File: src/rtl/data_mem_pkg.sv
// Shared types and helpers for the handshaked data memory: FSM encoding,
// read-latency legality and the byte-strobe merge used by the storage array.
package data_mem_pkg;

   typedef enum logic {
      ST_CLEAR = 1'b0,
      ST_RUN   = 1'b1
   } state_t;

   // Widest word the strobe merge supports; callers zero-extend and truncate.
   localparam int MAX_W     = 256;
   localparam int MAX_LANES = MAX_W / 8;

   function automatic bit rd_lat_ok(input int lat);
      return (lat == 1) || (lat == 2);
   endfunction

   function automatic logic [MAX_W-1:0] strb_merge(input logic [MAX_W-1:0]     old_w,
                                                   input logic [MAX_W-1:0]     wdata,
                                                   input logic [MAX_LANES-1:0] wstrb);
      logic [MAX_W-1:0] res;
      res = old_w;
      for (int i = 0; i < MAX_LANES; i++) begin
         if (wstrb[i]) res[8*i +: 8] = wdata[8*i +: 8];
      end
      return res;
   endfunction

endpackage

File: src/rtl/data_mem_array.sv
// Plain single-port synchronous RAM with per-byte-lane write enables and a
// registered read port. Contents are never reset.
module data_mem_array
   import data_mem_pkg::*;
#(
   parameter int DATA_W = 8,
   parameter int ADDR_W = 8,
   parameter int DEPTH  = 256
) (
   input  logic                  clk,
   input  logic                  we,
   input  logic [DATA_W/8-1:0]   be,
   input  logic                  re,
   input  logic [ADDR_W-1:0]     addr,
   input  logic [DATA_W-1:0]     wdata,
   output logic [DATA_W-1:0]     rdata
);

   logic [DATA_W-1:0] mem [DEPTH];

   // Caller guarantees addr < DEPTH whenever we or re is set.
   always_ff @(posedge clk) begin
      if (we) begin
         mem[addr] <= DATA_W'(strb_merge(MAX_W'(mem[addr]), MAX_W'(wdata), MAX_LANES'(be)));
      end
      if (re) begin
         rdata <= mem[addr];
      end
   end

endmodule

File: src/rtl/data_mem_hs.sv
// Data memory behind a valid/ready request port with a fixed-latency read
// response, byte strobes, out-of-range flagging and a post-reset clear pass.
module data_mem_hs
   import data_mem_pkg::*;
#(
   parameter int DATA_W = 8,
   parameter int ADDR_W = 8,
   parameter int DEPTH  = 256,
   parameter int RD_LAT = 1,
   parameter int CLR_EN = 1
) (
   input  logic                  clk,
   input  logic                  rst_n,
   input  logic                  req_valid,
   output logic                  req_ready,
   input  logic                  req_we,
   input  logic [ADDR_W-1:0]     req_addr,
   input  logic [DATA_W-1:0]     req_wdata,
   input  logic [DATA_W/8-1:0]   req_wstrb,
   output logic                  rsp_valid,
   output logic [DATA_W-1:0]     rsp_rdata,
   output logic                  rsp_err,
   output logic                  init_done
);

   localparam int LANES = DATA_W / 8;
   localparam logic [ADDR_W:0] DEPTH_X = (ADDR_W+1)'(DEPTH);
   localparam logic [ADDR_W:0] LAST    = (ADDR_W+1)'(DEPTH - 1);

   generate
      if (!rd_lat_ok(RD_LAT)) begin : g_bad_lat
         $fatal(1, "data_mem_hs: RD_LAT must be 1 or 2");
      end
   endgenerate

   // Handshake: a request transfers on a rising edge where req_valid & req_ready;
   // req_ready is a pure function of state and never looks at req_valid.
   state_t              state;
   logic [ADDR_W:0]     clr_cnt;
   logic                acc;
   logic                in_range;
   logic                clearing;
   logic                arr_we;
   logic                arr_re;
   logic [LANES-1:0]    arr_be;
   logic [ADDR_W-1:0]   arr_addr;
   logic [DATA_W-1:0]   arr_wdata;
   logic [DATA_W-1:0]   arr_rdata;
   logic                v1;
   logic                e1;

   assign acc      = req_valid & req_ready;
   assign in_range = {1'b0, req_addr} < DEPTH_X;
   assign clearing = (state == ST_CLEAR);

   always_ff @(posedge clk or negedge rst_n) begin
      if (!rst_n) begin
         state     <= (CLR_EN != 0) ? ST_CLEAR : ST_RUN;
         clr_cnt   <= '0;
         req_ready <= 1'b0;
         init_done <= 1'b0;
      end else begin
         case (state)
            ST_CLEAR: begin
               clr_cnt <= clr_cnt + 1'b1;
               if (clr_cnt == LAST) begin
                  state     <= ST_RUN;
                  req_ready <= 1'b1;
                  init_done <= 1'b1;
               end
            end
            default: begin
               req_ready <= 1'b1;
               init_done <= 1'b1;
            end
         endcase
      end
   end

   // The clear pass owns the write port while it runs; requests cannot be accepted then.
   always_comb begin
      arr_we    = acc & req_we & in_range;
      arr_re    = acc & ~req_we & in_range;
      arr_be    = req_wstrb;
      arr_addr  = req_addr;
      arr_wdata = req_wdata;
      if (clearing) begin
         arr_we    = 1'b1;
         arr_re    = 1'b0;
         arr_be    = '1;
         arr_addr  = clr_cnt[ADDR_W-1:0];
         arr_wdata = '0;
      end
   end

   data_mem_array #(
      .DATA_W (DATA_W),
      .ADDR_W (ADDR_W),
      .DEPTH  (DEPTH)
   ) u_array (
      .clk   (clk),
      .we    (arr_we),
      .be    (arr_be),
      .re    (arr_re),
      .addr  (arr_addr),
      .wdata (arr_wdata),
      .rdata (arr_rdata)
   );

   always_ff @(posedge clk or negedge rst_n) begin
      if (!rst_n) begin
         v1 <= 1'b0;
         e1 <= 1'b0;
      end else begin
         v1 <= acc & ~req_we;
         e1 <= acc & ~req_we & ~in_range;
      end
   end

   generate
      if (RD_LAT == 2) begin : g_lat2
         logic              v2;
         logic              e2;
         logic [DATA_W-1:0] d2;

         always_ff @(posedge clk or negedge rst_n) begin
            if (!rst_n) begin
               v2 <= 1'b0;
               e2 <= 1'b0;
               d2 <= '0;
            end else begin
               v2 <= v1;
               e2 <= e1;
               d2 <= (v1 & ~e1) ? arr_rdata : '0;
            end
         end

         assign rsp_valid = v2;
         assign rsp_err   = e2;
         assign rsp_rdata = d2;
      end else begin : g_lat1
         // RAM output register is the response register; gate it so idle and error cycles read 0.
         assign rsp_valid = v1;
         assign rsp_err   = e1;
         assign rsp_rdata = (v1 & ~e1) ? arr_rdata : '0;
      end
   endgenerate

endmodule

File: config.mk
export PLATFORM = sky130hd
export DESIGN_NAME = data_mem_hs
export DESIGN_NICKNAME = d
export VERILOG_FILES = /design/src/rtl/data_mem_pkg.sv /design/src/rtl/data_mem_array.sv /design/src/rtl/data_mem_hs.sv
export SDC_FILE = /design/constraint.sdc
export NUM_CORES = 2
export LEC_CHECK = 0
export CORE_AREA = 2 2 578 580
export CTS_BUF_LIST = sky130_fd_sc_hd__clkbuf_4 sky130_fd_sc_hd__clkbuf_8
export DETAILED_ROUTE_END_ITERATION = 7
export DIE_AREA = 0 0 580 582
export SYNTH_ARGS = -nofsm -noshare
export SYNTH_HDL_FRONTEND = slang
export SYNTH_SLANG_ARGS = --single-unit
File: constraint.sdc
create_clock -name clk -period 15.67 [get_ports clk]
set_input_delay 3.134 -clock clk [delete_from_list [all_inputs] [get_ports clk]]
set_output_delay 3.134 -clock clk [all_outputs]
set_load 0.01 [all_outputs]
==> flow_summary.toml <==
[routing]
ant_nets = 0
route.vias.total = 49878
drt-pass1-iter-count = 8
drc = 61
wl_met2_um = 113000
wire_per_inst_um = 25.5
top_layer = "met5"
wl_met3_um = 23800
wirelength_met1_um = 98500
drt_iter0_drc = 6439
vias_per_cell = 5.14
wl_um = 247000

[outcome]
violations = "design-rule violations"
status = "complete, but fails checks"

[logic_synthesis]
synth_edf_count = 2056
ys_ff_latch = 2068
synth_seq_area_share_pct = 75.3
syn_area_per_cell_um2 = 16.5
synthFlopType = "edfxtp_1"
synth_cells = 4982
synth.cell_area_um2 = 82400
yosys_warnings = 0
synth_cell_type_count = 54
synth-async-reset-ratio_pct = 0.580
synth.net_count = 5005

[hold_path]
hp-class = "reg2reg"

[power_and_ir_drop]
switching_share_pct = 20.0
seqPwrFrac_pct = 57.2
p_per_area_nw_per_um2 = 111
p_sw_w = 0.00209
p_comb_share_pct = 0.1
ir_worst_vdd_mv = 0.0627
cell_internal_pwr_w = 0.00838
clkPwrFrac_pct = 42.7
p_leak_nw = 25.0

[die]
die_y_um = 582
coreArea_um2 = 332000
die-area_um2 = 338000
initial_core_util_pct = 24.8
ioPinCount = 33
die_width_um = 580
num_rows = 212

[cts]
cts_sinks = 2068
h-tree-depth = 5
postCtsResizedCells = 0
clkTransAtPathRegs_ns = 0.06
cts_max_path_buffers = 4
cts-buffers-inserted = 340
cts-root-buf = "clkbuf_8"
clk_latency_ns = 1.06
cts_hold_buf = 0
post_cts_buffers = 0
cts_tree = "built"

[critical_path]
cp_data_arrival_time_ns = 9.93
worstPathRequired_ns = 16.30
critPathLaunchType = "input port"
crit_path_end_kind = "flop"
worstSetupPathType = "in2reg"
path_max_fanout = 101

[sta]
setup_viol = 0
tns_ns = 0
relSlewSlack_pct = 6.31
rsz0062_at_grt = "false"
skew_ns = 0.0918
hold_violations = 0
fmax_ghz = 0.107
finalMaxSlewViolations = 0
layout_min_cycle_time_ns = 9.30
worst_pin_slew_ns = 1.41
min_period_over_period_pct = 59.4
worst_slack_ns = 6.37

[placed_design]
port_buffers = 31
dp_hpwl_um = 143000
post-place-ws_ns = 5.35
finalWeightedCongestion = 0.891

[run]
maxCapViolCount = 0

[global_route]
antenna_found_initial = 8
grt_max_degree = 185
grt_pass1_vias = 48828
grt_usage_pct = 14.1
grt_overflow = 0
grt_pass1_wl_um = 353000

[final_layout]
drive_gt1_share_pct = 15.2
area_growth_syn_to_layout_pct = 14.4
finalNetCount = 5113
[sequential cells by signal (all words and copies together) (netlist names)]
signal,count
clr_cnt,9
u_array.rdata,8
rsp_valid,1
init_done,1
u_array.mem,2048
state,1
[synth_stat cells (all sizes together), types with 12 or more instances]
master,number,share of area (%)
o211ai,23,0.21
edfxtp,2056,75
nor4,23,0.17
a22o,22,0.23
a21boi,729,6.6
buf,53,0.37
nand2,76,0.35
nand3b,12,0.11
a21oi,122,0.74
a22oi,280,2.6
nor2,267,1.2
o21ai,296,1.8
or3b,12,0.13
nand4,68,0.52
a41oi,50,0.53
a2111oi,52,0.55
a222oi,34,0.41
dfrtp,12,0.36
o22ai,13,0.099
mux4,128,3.5
o41ai,180,1.9
clkbuf,350,1.6
[cells by family after synthesis]
kind of cell / after synthesis / synth area share [%]
compound gates: 1831 / 16.0
xor+xnor: 7 / 0.0744
fa+ha+maj: 2 / 0.0304
buf+inv: 410 / 2.00
flops: 2068 / 75.3
mux: 134 / 3.58
other cells: 1 / 0.00455
simple gates: 529 / 3.04
[worst paths after layout]
path / startpoint / endpoint / slack [ns] / cells after the start
min: clr_cnt[8] / clr_cnt[8] / 0.54 / 2
max reg2reg: state / u_array.mem[151][5] / 7.69 / 12
min reg2reg: clr_cnt[8] / clr_cnt[8] / 0.54 / 2
max: req_addr[0] / u_array.mem[151][5] / 6.37 / 12
max in group asynchronous: rst_n / state / 12.63 / 1
min in group asynchronous: rst_n / clr_cnt[6] / 2.52 / 1
[cell type report]
| cell class | count | area [um^2] |
|---|---|---|
| fill | 32707 | 238000 |
| sequential | 2068 | 62000 |
| multi-input combinational | 2504 | 19100 |
| clock buffer | 456 | 5610 |
| tap | 4387 | 5490 |
| timing repair buffer | 169 | 1430 |
| clock inverter | 115 | 613 |
| inverter | 7 | 26.3 |
| antenna | 5 | 12.5 |
[stage by stage]
step	instance area, um^2	total power [W]	instances	utilization, %	hold slack, ns
global placement	88000	0.00612	9135	26.5	0.507
CTS	94300	0.0105	9706	28.4	0.543
floorplan	82400	0.00611	4982	-	0.490
global route	94300	0.0108	9709	28.4	0.584
detailed placement	88000	0.00612	9135	26.5	0.536
finish	94300	0.0105	9711	28.4	0.536
[power groups by stage]
stage / Clock [W] / Combinational [W] / Sequential (W)
floorplan: 0 / 0.00000235 / 0.00610
global placement: 0 / 0.0000152 / 0.00610
detailed placement: 0 / 0.0000154 / 0.00610
CTS: 0.00452 / 0.0000154 / 0.00599
global route: 0.00475 / 0.0000156 / 0.00598
finish: 0.00447 / 0.0000156 / 0.00599
[layer usage]
| layer | global-route usage, % | vias to the layer above |
|---|---|---|
| li1 | - | 20682 |
| met1 | 18.4 | 25816 |
| met2 | 21.7 | 2787 |
| met3 | 3.31 | 591 |
| met4 | 7.11 | 2 |
| met5 | 0 | - |
[cell usage in the layout (no fill, tap or decap), types with 68 or more instances in the layout]
master	synthesis	layout
o41ai_1	180	178
o21ai_0	296	296
clkinv_1	0	83
edfxtp_1	2056	2056
a21oi_1	122	122
mux4_2	128	128
a21boi_0	729	729
nor2_1	267	267
nand2_1	76	70
nand4_1	68	68
buf_4	6	131
clkbuf_4	0	106
a22oi_1	280	280
clkbuf_8	0	350
[worst max-delay path, cell delays in order]
cell and delay, ns:
clkdlybuf4s50_1 0.73, mux2_8 0.54, buf_4 0.59, buf_4 0.81, mux4_2 0.60, a22oi_1 0.33
o211ai_1 0.19, nor4_1 0.29, nand4_1 0.36, o311a_4 0.77, buf_4 0.55, buf_4 0.55
No activity file was read; power rests on OpenSTA's default activity.
